### src/rtl/uart_pkg.sv
// Register map, STATUS bit layout and transmitter FSM encoding shared by the UART TX block.
// Pure declarations: no latency and no backpressure apply here.
package uart_pkg;

    localparam logic [1:0] REG_DATA   = 2'd0;
    localparam logic [1:0] REG_STATUS = 2'd1;
    localparam logic [1:0] REG_CTRL   = 2'd2;
    localparam logic [1:0] REG_DIV    = 2'd3;

    localparam int ST_BUSY    = 0;
    localparam int ST_FULL    = 1;
    localparam int ST_EMPTY   = 2;
    localparam int ST_OVF     = 3;
    localparam int ST_CNT_LSB = 4;
    localparam int ST_CNT_W   = 4;

    typedef enum logic [1:0] {
        S_IDLE  = 2'd0,
        S_START = 2'd1,
        S_DATA  = 2'd2,
        S_STOP  = 2'd3
    } tx_state_t;

    // A programmed divisor of zero runs the line at one clock per bit.
    function automatic logic [15:0] eff_div(input logic [15:0] d);
        return (d == 16'd0) ? 16'd1 : d;
    endfunction

endpackage

### src/rtl/uart_tx_if.sv
// Register bus from the bridge plus the UART's serial line and interrupt outputs.
// Wires only: reads are combinational, writes take effect on the next clk edge, no backpressure.
interface uart_tx_if;
    logic [29:0] Addr;
    logic        WE;
    logic [31:0] Din;
    logic [31:0] Dout;
    logic        IRQ;
    logic        tx;

    modport master (output Addr, WE, Din, input Dout, IRQ, tx);
    modport slave  (input Addr, WE, Din, output Dout, IRQ, tx);
endinterface

### src/rtl/uart_tx_fifo.sv
// Byte FIFO feeding the transmitter; rdata shows the head combinationally, push/pop land on the edge.
// No internal backpressure: the caller must not push when full unless it pops in the same cycle.
module uart_tx_fifo #(
    parameter  int DEPTH = 4,
    localparam int AW    = $clog2(DEPTH),
    localparam int CW    = AW + 1
) (
    input  logic          clk,
    input  logic          reset,
    input  logic          push,
    input  logic          pop,
    input  logic [7:0]    wdata,
    output logic [7:0]    rdata,
    output logic          full,
    output logic          empty,
    output logic [CW-1:0] count
);

    logic [7:0]    mem [DEPTH];
    logic [AW-1:0] wptr;
    logic [AW-1:0] rptr;

    always_ff @(posedge clk) begin
        if (push) begin
            mem[wptr] <= wdata;
        end
    end

    // Pointers are exactly AW bits wide, so wrap modulo DEPTH is free.
    always_ff @(posedge clk) begin
        if (reset) begin
            wptr  <= '0;
            rptr  <= '0;
            count <= '0;
        end else begin
            if (push) begin
                wptr <= wptr + 1'b1;
            end
            if (pop) begin
                rptr <= rptr + 1'b1;
            end
            case ({push, pop})
                2'b10:   count <= count + 1'b1;
                2'b01:   count <= count - 1'b1;
                default: count <= count;
            endcase
        end
    end

    assign rdata = mem[rptr];
    assign full  = (count == CW'(DEPTH));
    assign empty = (count == '0);

endmodule

### src/rtl/uart_tx.sv
// Memory-mapped UART transmitter: register file, byte FIFO and 8N1 serialiser.
// Reads are zero-latency; a DATA write to a full FIFO is dropped and flagged as overflow.
module uart_tx #(
    parameter int FIFO_DEPTH = 4,
    parameter int RESET_DIV  = 434
) (
    input  logic       clk,
    input  logic       reset,
    uart_tx_if.slave   bus
);
    import uart_pkg::*;

    localparam int CW = $clog2(FIFO_DEPTH) + 1;

    logic          we_data, we_status, we_ctrl, we_div;
    logic          fifo_push, fifo_pop, fifo_full, fifo_empty;
    logic [7:0]    fifo_rdata;
    logic [CW-1:0] fifo_count;

    logic          ovf, ie;
    logic [15:0]   divisor;

    tx_state_t     state, state_nxt;
    logic [15:0]   div_cnt, div_cnt_nxt;
    logic [15:0]   div_lat, div_lat_nxt;
    logic [2:0]    bit_cnt, bit_cnt_nxt;
    logic [7:0]    shreg, shreg_nxt;
    logic          tx_q, tx_nxt;
    logic          irq_q;
    logic          busy, bit_end;
    logic [31:0]   status, rd_dat;
    logic          unused_bus;

    assign we_data   = bus.WE && (bus.Addr[1:0] == REG_DATA);
    assign we_status = bus.WE && (bus.Addr[1:0] == REG_STATUS);
    assign we_ctrl   = bus.WE && (bus.Addr[1:0] == REG_CTRL);
    assign we_div    = bus.WE && (bus.Addr[1:0] == REG_DIV);

    // A pop in the same cycle frees a slot, so a write to a full FIFO still lands.
    assign fifo_push = we_data && (!fifo_full || fifo_pop);

    uart_tx_fifo #(.DEPTH(FIFO_DEPTH)) u_fifo (
        .clk   (clk),
        .reset (reset),
        .push  (fifo_push),
        .pop   (fifo_pop),
        .wdata (bus.Din[7:0]),
        .rdata (fifo_rdata),
        .full  (fifo_full),
        .empty (fifo_empty),
        .count (fifo_count)
    );

    always_ff @(posedge clk) begin
        if (reset) begin
            ovf     <= 1'b0;
            ie      <= 1'b0;
            divisor <= 16'(RESET_DIV);
        end else begin
            if (we_status) begin
                ovf <= 1'b0;
            end else if (we_data && !fifo_push) begin
                ovf <= 1'b1;
            end
            if (we_ctrl) begin
                ie <= bus.Din[0];
            end
            if (we_div) begin
                divisor <= bus.Din[15:0];
            end
        end
    end

    assign busy    = (state != S_IDLE);
    assign bit_end = (div_cnt == div_lat - 16'd1);

    always_ff @(posedge clk) begin
        if (reset) begin
            state   <= S_IDLE;
            div_cnt <= '0;
            div_lat <= eff_div(16'(RESET_DIV));
            bit_cnt <= '0;
            shreg   <= '0;
            tx_q    <= 1'b1;
            irq_q   <= 1'b0;
        end else begin
            state   <= state_nxt;
            div_cnt <= div_cnt_nxt;
            div_lat <= div_lat_nxt;
            bit_cnt <= bit_cnt_nxt;
            shreg   <= shreg_nxt;
            tx_q    <= tx_nxt;
            irq_q   <= ie && fifo_empty && !busy;
        end
    end

    // tx_nxt is the line level of the state being entered, so tx changes together with state.
    always_comb begin
        state_nxt   = state;
        div_cnt_nxt = div_cnt;
        div_lat_nxt = div_lat;
        bit_cnt_nxt = bit_cnt;
        shreg_nxt   = shreg;
        tx_nxt      = tx_q;
        fifo_pop    = 1'b0;
        case (state)
            S_IDLE: begin
                tx_nxt = 1'b1;
                if (!fifo_empty) begin
                    fifo_pop = 1'b1;
                end
            end
            S_START: begin
                if (bit_end) begin
                    div_cnt_nxt = '0;
                    bit_cnt_nxt = '0;
                    state_nxt   = S_DATA;
                    tx_nxt      = shreg[0];
                end else begin
                    div_cnt_nxt = div_cnt + 16'd1;
                end
            end
            S_DATA: begin
                if (bit_end) begin
                    div_cnt_nxt = '0;
                    if (bit_cnt == 3'd7) begin
                        state_nxt = S_STOP;
                        tx_nxt    = 1'b1;
                    end else begin
                        bit_cnt_nxt = bit_cnt + 3'd1;
                        shreg_nxt   = {1'b0, shreg[7:1]};
                        tx_nxt      = shreg[1];
                    end
                end else begin
                    div_cnt_nxt = div_cnt + 16'd1;
                end
            end
            S_STOP: begin
                if (bit_end) begin
                    div_cnt_nxt = '0;
                    if (!fifo_empty) begin
                        fifo_pop = 1'b1;
                    end else begin
                        state_nxt = S_IDLE;
                        tx_nxt    = 1'b1;
                    end
                end else begin
                    div_cnt_nxt = div_cnt + 16'd1;
                end
            end
            default: begin
                state_nxt = S_IDLE;
                tx_nxt    = 1'b1;
            end
        endcase
        // Frame start: the divisor is captured here so later writes only affect later frames.
        if (fifo_pop) begin
            state_nxt   = S_START;
            shreg_nxt   = fifo_rdata;
            div_lat_nxt = eff_div(divisor);
            div_cnt_nxt = '0;
            bit_cnt_nxt = '0;
            tx_nxt      = 1'b0;
        end
    end

    always_comb begin
        status                            = '0;
        status[ST_BUSY]                   = busy;
        status[ST_FULL]                   = fifo_full;
        status[ST_EMPTY]                  = fifo_empty;
        status[ST_OVF]                    = ovf;
        status[ST_CNT_LSB +: ST_CNT_W]    = ST_CNT_W'(fifo_count);
    end

    always_comb begin
        rd_dat = '0;
        case (bus.Addr[1:0])
            REG_STATUS: rd_dat = status;
            REG_CTRL:   rd_dat = {31'd0, ie};
            REG_DIV:    rd_dat = {16'd0, divisor};
            default:    rd_dat = '0;
        endcase
    end

    assign bus.Dout = rd_dat;
    assign bus.tx   = tx_q;
    assign bus.IRQ  = irq_q;

    assign unused_bus = ^{bus.Addr[29:2], bus.Din[31:16]};

endmodule

### src/flat_wrapper.sv
// flat-port wrapper written by rule: the top's interface ports become plain ports
module uart_tx_flat import uart_pkg::*;
#(
    parameter int FIFO_DEPTH = 4,
    parameter int RESET_DIV  = 434
)
  (clk, reset, bus_Addr, bus_WE, bus_Din, bus_Dout, bus_IRQ, bus_tx);
  uart_tx_if bus_i ();
  input  logic clk;
  input  logic reset;
  input wire logic [$bits(bus_i.Addr)-1:0] bus_Addr;
  input wire logic [$bits(bus_i.WE)-1:0] bus_WE;
  input wire logic [$bits(bus_i.Din)-1:0] bus_Din;
  output wire logic [$bits(bus_i.Dout)-1:0] bus_Dout;
  output wire logic [$bits(bus_i.IRQ)-1:0] bus_IRQ;
  output wire logic [$bits(bus_i.tx)-1:0] bus_tx;
  assign bus_i.Addr = bus_Addr;
  assign bus_i.WE = bus_WE;
  assign bus_i.Din = bus_Din;
  assign bus_Dout = bus_i.Dout;
  assign bus_IRQ = bus_i.IRQ;
  assign bus_tx = bus_i.tx;
  uart_tx #(.FIFO_DEPTH(FIFO_DEPTH), .RESET_DIV(RESET_DIV)) u_core (.clk(clk), .reset(reset), .bus(bus_i));
endmodule
### config.mk
export PLATFORM = sky130hd
export DESIGN_NAME = uart_tx_flat
export DESIGN_NICKNAME = d
export VERILOG_FILES = /design/src/rtl/uart_pkg.sv /design/src/rtl/uart_tx_if.sv /design/src/rtl/uart_tx_fifo.sv /design/src/rtl/uart_tx.sv /design/src/flat_wrapper.sv
export SDC_FILE = /design/constraint.sdc
export NUM_CORES = 1
export LEC_CHECK = 0
export CAP_MARGIN = 20
export CORE_MARGIN = 4
export CORE_UTILIZATION = 50
export CTS_CLUSTER_DIAMETER = 100
export DETAILED_ROUTE_END_ITERATION = 12
export HOLD_SLACK_MARGIN = 0.15
export PLACE_DENSITY = 0.88
export SYNTH_ARGS = -nofsm -noshare
export SYNTH_HDL_FRONTEND = slang
export SYNTH_HIERARCHICAL = 1
export SYNTH_SLANG_ARGS = --single-unit
### constraint.sdc
create_clock -name clk -period 4.9 [get_ports clk]
set_input_delay 0.735 -clock clk [delete_from_list [all_inputs] [get_ports clk]]
set_output_delay 0.735 -clock clk [all_outputs]
set_load 0.02 [all_outputs]
=== Yosys cells after proc, flatten, opt, wreduce, memory -nomap -nowiden ===
Memories as Yosys holds them, arrays and structs flattened. A register that Yosys moved wholly into a read port is not among the register bits.
Cells that the tools add are included.

* Bits in registers: 72
* Output and inout bits: 34
* Memories: 1
* Logic and storage cells: 109
* Bits in writable memories: 32

{| class="wikitable"
|+ Memory list
! name !! words !! bits a word !! read ports !! clocked after memory_dff !! write ports !! RTL line !! RTL
|-
| u_core.u_fifo.mem || 4 || 8 || 1 || 1 || 1 || uart_tx_fifo.sv:19 || <nowiki>logic [7:0] mem [DEPTH];</nowiki>
|}

* Equality and inequality tests: 23
* Reductions and logical operators: 31
* Mux-type cells: 33
* Add/sub/neg operators: 7

{| class="wikitable"
|+ Operators by type and width
! operator !! count
|-
| one-hot mux 16 bit (3 select lines) || 1
|-
| two-way mux 16 bit || 2
|-
| two-way mux 8 bit || 4
|-
| adder 16 x 1 -> 16 bit (second input constant) || 1
|-
| equality test 16 bit || 1
|-
| zero test 16 bit || 1
|-
| subtractor 16 x 1 -> 16 bit (second input constant) || 1
|-
| inequality test 3 x 1 -> 1 bit (second input constant) || 5
|-
| two-way mux 2 bit || 7
|-
| inequality test 2 x 1 -> 1 bit (second input constant) || 6
|-
| one-hot mux 3 bit (2 select lines) || 2
|-
| AND reduction 6 bit || 2
|-
| two-way mux 1 bit || 11
|-
| equality test 2 bit (second input constant) || 5
|-
| nonzero test 2 bit || 5
|-
| two-way mux 3 bit || 3
|-
| logical AND 1 bit || 8
|-
| AND reduction 4 bit || 2
|-
| adder 3 x 1 -> 3 bit (second input constant) || 2
|-
| equality test 2 x 1 -> 1 bit (second input constant) || 3
|-
| equality test 3 bit (second input constant) || 2
|-
| one-hot mux 2 bit (3 select lines) || 1
|-
| adder 2 x 1 -> 2 bit (second input constant) || 2
|-
| zero test 2 bit || 2
|-
| 12 further kinds || 15
|}

=== Logic depth before layout (Yosys ltp) ===
* Depth after elaboration: 8
* Gate-level depth with buffers: 19

=== By module ===
Netlist, hierarchy kept.

{| class="wikitable"
|+ Modules (own cells, without submodules)
! module !! area an instance (um2) !! times used !! sequential area each (um2) !! cells each
|-
| uart_tx || 3910.0 || 1 || 1301.2 || 477
|-
| uart_tx_fifo || 1591.5 || 1 || 1141.1 || 89
|}

=== Worst setup path before layout ===
Ideal clock, no wire load.

* Path kind: register -> register
* Start: register u_core.div_lat[0]
* End: register u_core.u_fifo.count[2]
* Data required time: 4.830 ns
* Period minus slack after synthesis: 4.379 ns
* Path slack: 0.521 ns
* Data arrival time: 4.309 ns
* Cell stages (with the launch flop): 20
* Path through: dfxtp_1 -> inv_1 -> ha_1 -> nor3b_1 -> nand2_1 -> or4_1 -> a2111oi_1 -> and4_1 -> buf_2 -> nand4_2 -> and2_1 -> buf_2 -> a211oi_1 -> inv_1 -> ha_1 -> inv_1 -> fa_1 -> xor2_1 -> or3_1 -> a21oi_1

* Word-level cells in the longest chain between the ends: 8
* Elaborated cells between the ends (all ways): 10
* Classes of those cells: 1 x add/sub; 3 x eq/ne; 3 x mux; 3 x reduce/logical

{| class="wikitable"
|+ RTL lines
! element !! RTL line !! RTL
|-
| from (decl) || uart_tx.sv:25 || <nowiki>logic [15:0] div_lat, div_lat_nxt;</nowiki>
|-
| from (signal assigned) || uart_tx.sv:81 || <nowiki>div_lat <= eff_div(16'(RESET_DIV));</nowiki>
|-
| from (signal assigned) || uart_tx.sv:89 || <nowiki>div_lat <= div_lat_nxt;</nowiki>
|-
| subtractor 16 x 1 -> 16 bit (*) || uart_tx.sv:75 || <nowiki>assign bit_end = (div_cnt == div_lat - 16'd1);</nowiki>
|-
| equality test 16 bit (*) || uart_tx.sv:75 ||
|-
| two-way mux 1 bit (*) || uart_tx.sv:139 || <nowiki>if (bit_end) begin</nowiki>
|-
| one-hot mux 1 bit (2 select lines) (*) || uart_tx.sv:106 || <nowiki>case (state)</nowiki>
|-
| logical OR 1 bit (*) || uart_tx.sv:40 || <nowiki>assign fifo_push = we_data && (!fifo_full || fifo_pop);</nowiki>
|-
| logical AND 1 bit (*) || uart_tx.sv:40 ||
|-
| via u_core.fifo_push || uart_tx.sv:16 || <nowiki>logic fifo_push, fifo_pop, fifo_full, fifo_empty;</nowiki>
|-
| equality test 2 x 1 -> 1 bit or equality test 2 bit (tied branches) || uart_tx_fifo.sv:42 || <nowiki>case ({push, pop})</nowiki>
|-
| one-hot mux 3 bit (2 select lines) or nonzero test 2 bit (tied branches) || n/a ||
|-
| to (signal assigned) || uart_tx_fifo.sv:43 || <nowiki>2'b10: count <= count + 1'b1;</nowiki>
|-
| to (signal assigned) || uart_tx_fifo.sv:44 || <nowiki>2'b01: count <= count - 1'b1;</nowiki>
|-
| to (signal assigned) || uart_tx_fifo.sv:45 || <nowiki>default: count <= count;</nowiki>
|-
| to (decl) || uart_tx_fifo.sv:16 || <nowiki>output logic [CW-1:0] count</nowiki>
|}

Mark *: on every way through the listed nets, which the timed path passes. The rest lies on a longest branch.
A chain may end at the register's enable or synchronous reset.

=== Worst setup path after layout ===
* Start: register u_core.div_lat[0]
* End: register u_core.u_fifo.count[2]

* Word-level cells in the longest chain between the ends: 8
* Elaborated cells between the ends (all ways): 10
* Classes of those cells: 1 x add/sub; 3 x eq/ne; 3 x mux; 3 x reduce/logical

{| class="wikitable"
|+ RTL lines
! element !! RTL line
|-
| subtractor 16 x 1 -> 16 bit (*) || uart_tx.sv:75
|-
| equality test 16 bit (*) || uart_tx.sv:75
|-
| two-way mux 1 bit (*) || uart_tx.sv:139
|-
| one-hot mux 1 bit (2 select lines) (*) || uart_tx.sv:106
|-
| via u_core.fifo_pop || uart_tx.sv:16
|-
| logical OR 1 bit || uart_tx.sv:40
|-
| logical AND 1 bit || uart_tx.sv:40
|-
| equality test 2 x 1 -> 1 bit or equality test 2 bit (tied branches) || uart_tx_fifo.sv:42
|-
| one-hot mux 3 bit (2 select lines) or nonzero test 2 bit (tied branches) || n/a
|}

Marked as above.

==> impl_metrics.py <==
metrics = {
    "status": {
        "outcome": "completed",
    },
    "place": {
        "gp_congestion": 0.8680,
        "dp_cells": 713,
        "place_area_um2": 5869,
        "place_ws_ns": 0.2493,
        "io_buffers": 38,
        "dp.final_hpwl_um": 8566,
    },
    "detailed_routing": {
        "drt_iter0_drc": 334,
        "wl_met3_um": 700,
        "vias": 4297,
        "routedWlPerCell_um": 16.58,
        "met1Wirelength_um": 5044,
        "first_pass_iters": 5,
        "avgViaCountPerCell": 5.894,
        "drt_wl_total_um": 12080,
        "final_antenna_net_count": 0,
        "wl_met2_um": 6111,
        "drc_errors": 0,
        "highest_layer": "met4",
    },
    "floorplan": {
        "rows": 38,
        "die_w_um": 112.9,
        "die_y_um": 112.9,
        "die_area_um2": 12750,
        "io_pins": 99,
        "core_um2": 10790,
        "initial_core_util": 0.5097,
    },
    "logic_synthesis": {
        "synth_edf_count": 32,
        "synth_top_area_share": 0.2693,
        "synth_top_area_cell": "dfxtp_1",
        "synth_cells": 566,
        "ys.flop_type": "dfxtp_1",
        "syn_area_per_cell_um2": 9.720,
        "ys_seq_elements": 106,
        "yosysSeqAreaShare": 0.4439,
        "yosys-top-cells-area": "dfxtp_1, edfxtp_1, a21oi_1",
        "synthArstFlopShare": 0,
        "yosys_warnings": 6,
        "synth.distinct_cells": 64,
        "syn_area_um2": 5502,
    },
    "worst_setup_path": {
        "worst_r2r_path_depth": 16,
        "rrSetupSlack_ns": 0.37,
        "setup.worst_path.start": "u_core/div_lat[0]",
        "cp.arrival_ns": 4.83,
        "setup.worst_path.class": "reg2reg",
        "timing.rr.start": "u_core/div_lat[0]",
        "crit_path_end": "u_core/u_fifo/count[2]",
        "reg2reg_to": "u_core/u_fifo/count[2]",
        "critPathMaxFanout": 12,
        "cp-start-kind": "flop",
        "required_ns": 5.20,
        "end_kind": "flop",
    },
    "global_routing": {
        "grt_pass1_wl_um": 20290,
        "grt_pass1_vias": 4231,
        "grt_usage": 0.1923,
        "grt_overflow": 0,
        "antenna_found_initial": 0,
        "grt_max_degree": 59,
    },
    "pwr": {
        "powerDensity_nw_per_um2": 378.0,
        "p_leak_nw": 2.178,
        "p_total_mw": 2.298,
        "vdd.ir_drop.worst_mv": 0.2825,
    },
    "finish": {
        "final_cells": 729,
        "finalInstanceArea_um2": 6080,
        "diodes": 0,
        "drive_above_1_share": 0.07810,
        "fin_util": 0.5633,
        "nets": 666,
        "area_delta_synth_final_pct": 10.51,
    },
    "clocking": {
        "worstSkewPairLatency_ns": 0.37,
        "cts_setup_buffers": 0,
        "clk_path_buf_depth": 2,
        "clk_pin_slew_ns": 0.12,
        "cts_buffers": 9,
        "htreeDepth": 3,
        "cts_tree": "done",
        "cts.sinks": 106,
        "cts_root_buf": "clkbuf_8",
    },
    "sta": {
        "finalClockSkew_ns": 0.01684,
        "max_slew_margin": 0.3370,
        "worstMarginPinSlew_ns": 0.9945,
        "finalHoldViolCount": 0,
        "fmax_mhz": 220.9,
        "setup_viol": 0,
        "period_needed_ns": 4.526,
        "timing.hold.ws_ns": 0.4986,
        "grt_setup_unrepaired": "false",
        "period_share": 0.9237,
        "setup_tns_ns": 0,
        "setup_ws_ns": 0.3737,
        "finalMaxSlewViolations": 0,
    },
    "job": {
        "max_cap_violations": 0,
    },
    "hold_path": {
        "hp-class": "reg2reg",
    },
}
## worst min-delay path by stage
stage	start	endpoint	slack, ns	cells past startpoint
floorplan	u_core/ovf	u_core/ovf	0.44	1
global placement	u_core/ovf	u_core/ovf	0.46	1
detailed placement	u_core/ovf	u_core/ovf	0.46	1
CTS	u_core/ovf	u_core/ovf	0.49	1
global route	u_core/divisor[0]	u_core/divisor[0]	0.52	2
finish	u_core/divisor[0]	u_core/divisor[0]	0.50	2
## state kept, by name, summed over array words and instances (netlist names), named ones only
register and cells:
u_core/u_fifo/count 3, u_core/state 2, u_core/bit_cnt 3, u_core/u_fifo/wptr 2, u_core/bus.IRQ 1, u_core/divisor 16, u_core/ovf 1, u_core/div_lat 16
u_core/u_fifo/rptr 2, u_core/u_fifo/mem 32, u_core/ie 1, u_core/div_cnt 16, u_core/bus.tx 1, u_core/shreg 8
## cells by family after synthesis
family,count (synthesis),share of synthesized area
simple gates,212,0.2049
compound gates,106,0.1360
mux,22,0.05822
xor+xnor,35,0.05572
flops,106,0.4439
other cells,1,0.0006816
fa+ha+maj,17,0.04003
buf+inv,67,0.06050
## synth_stat cells, drive strengths merged (3+ instances only)
cell     n
ha      16
dfxtp   74
nand2b   3
or4      4
nand4    8
nor3    12
mux2i   14
nand4b   3
o21ai    9
buf     26
nor2b   11
nor4     8
a21bo   13
edfxtp  32
a211oi  11
nand3b  11
a211o    8
clkbuf  24
nand2   51
xnor2   19
and3    17
or3      5
nand3   25
and4     4
nor2    36
and2     7
a21oi   42
xor2    16
mux4     8
inv     17
## worst max-delay path: stages, from the launching register on
cell and delay, ns:
dfxtp_1 0.37, inv_1 0.10, ha_1 0.29, nor3b_1 0.27, nand2_1 0.15, or4_1 0.52
a2111oi_1 0.50, and4_4 0.36, nand4_2 0.12, and2_2 0.33, inv_2 0.20, ha_1 0.21
inv_1 0.06, fa_1 0.37, xor2_1 0.16, or3_1 0.31, a21oi_1 0.15
## power breakdown
group          switching [mW]  internal (mW)
Clock                   0.340          0.205
Sequential             0.0751          0.974
Combinational           0.419          0.285
Total                   0.835           1.46
## layout by cell type, fill, tap and decap left out, types with 10 or more instances in the layout
master and instances:
xnor2_1 19, nand3b_1 11, and3_1 17, xor2_1 16
nand2_1 51, edfxtp_1 32, ha_1 16, nor2_1 36
dfxtp_1 74, inv_1 16, conb_1 16, clkdlybuf4s50_1 37
a211oi_1 10, nand3_1 25, a21oi_1 41, nor2b_1 11
nor3_1 12, mux2i_1 14
## repair_timing
action                                  CTS  global route
endpoints found under the hold margin     0             0
endpoints found under the setup margin    0             2
hold buffers                              0             0
resized for setup                         0             4
## cell type report
cell class	instances	area, um^2
Tap cell	140	175.2
Clock inverter	7	77.57
Timing Repair Buffer	42	405.4
Inverter	17	63.81
Clock buffer	9	123.9
Sequential cell	106	2442
Fill cell	878	4713
Multi-Input combinational cell	408	2791
## routing by layer
layer | vias to the layer above | track usage
met5 | - | 0
met4 | 0 | 0.06891
met3 | 24 | 0.03155
met2 | 177 | 0.3353
met1 | 2053 | 0.2408
li1 | 2043 | -
No activity file was read; power rests on OpenSTA's default activity.
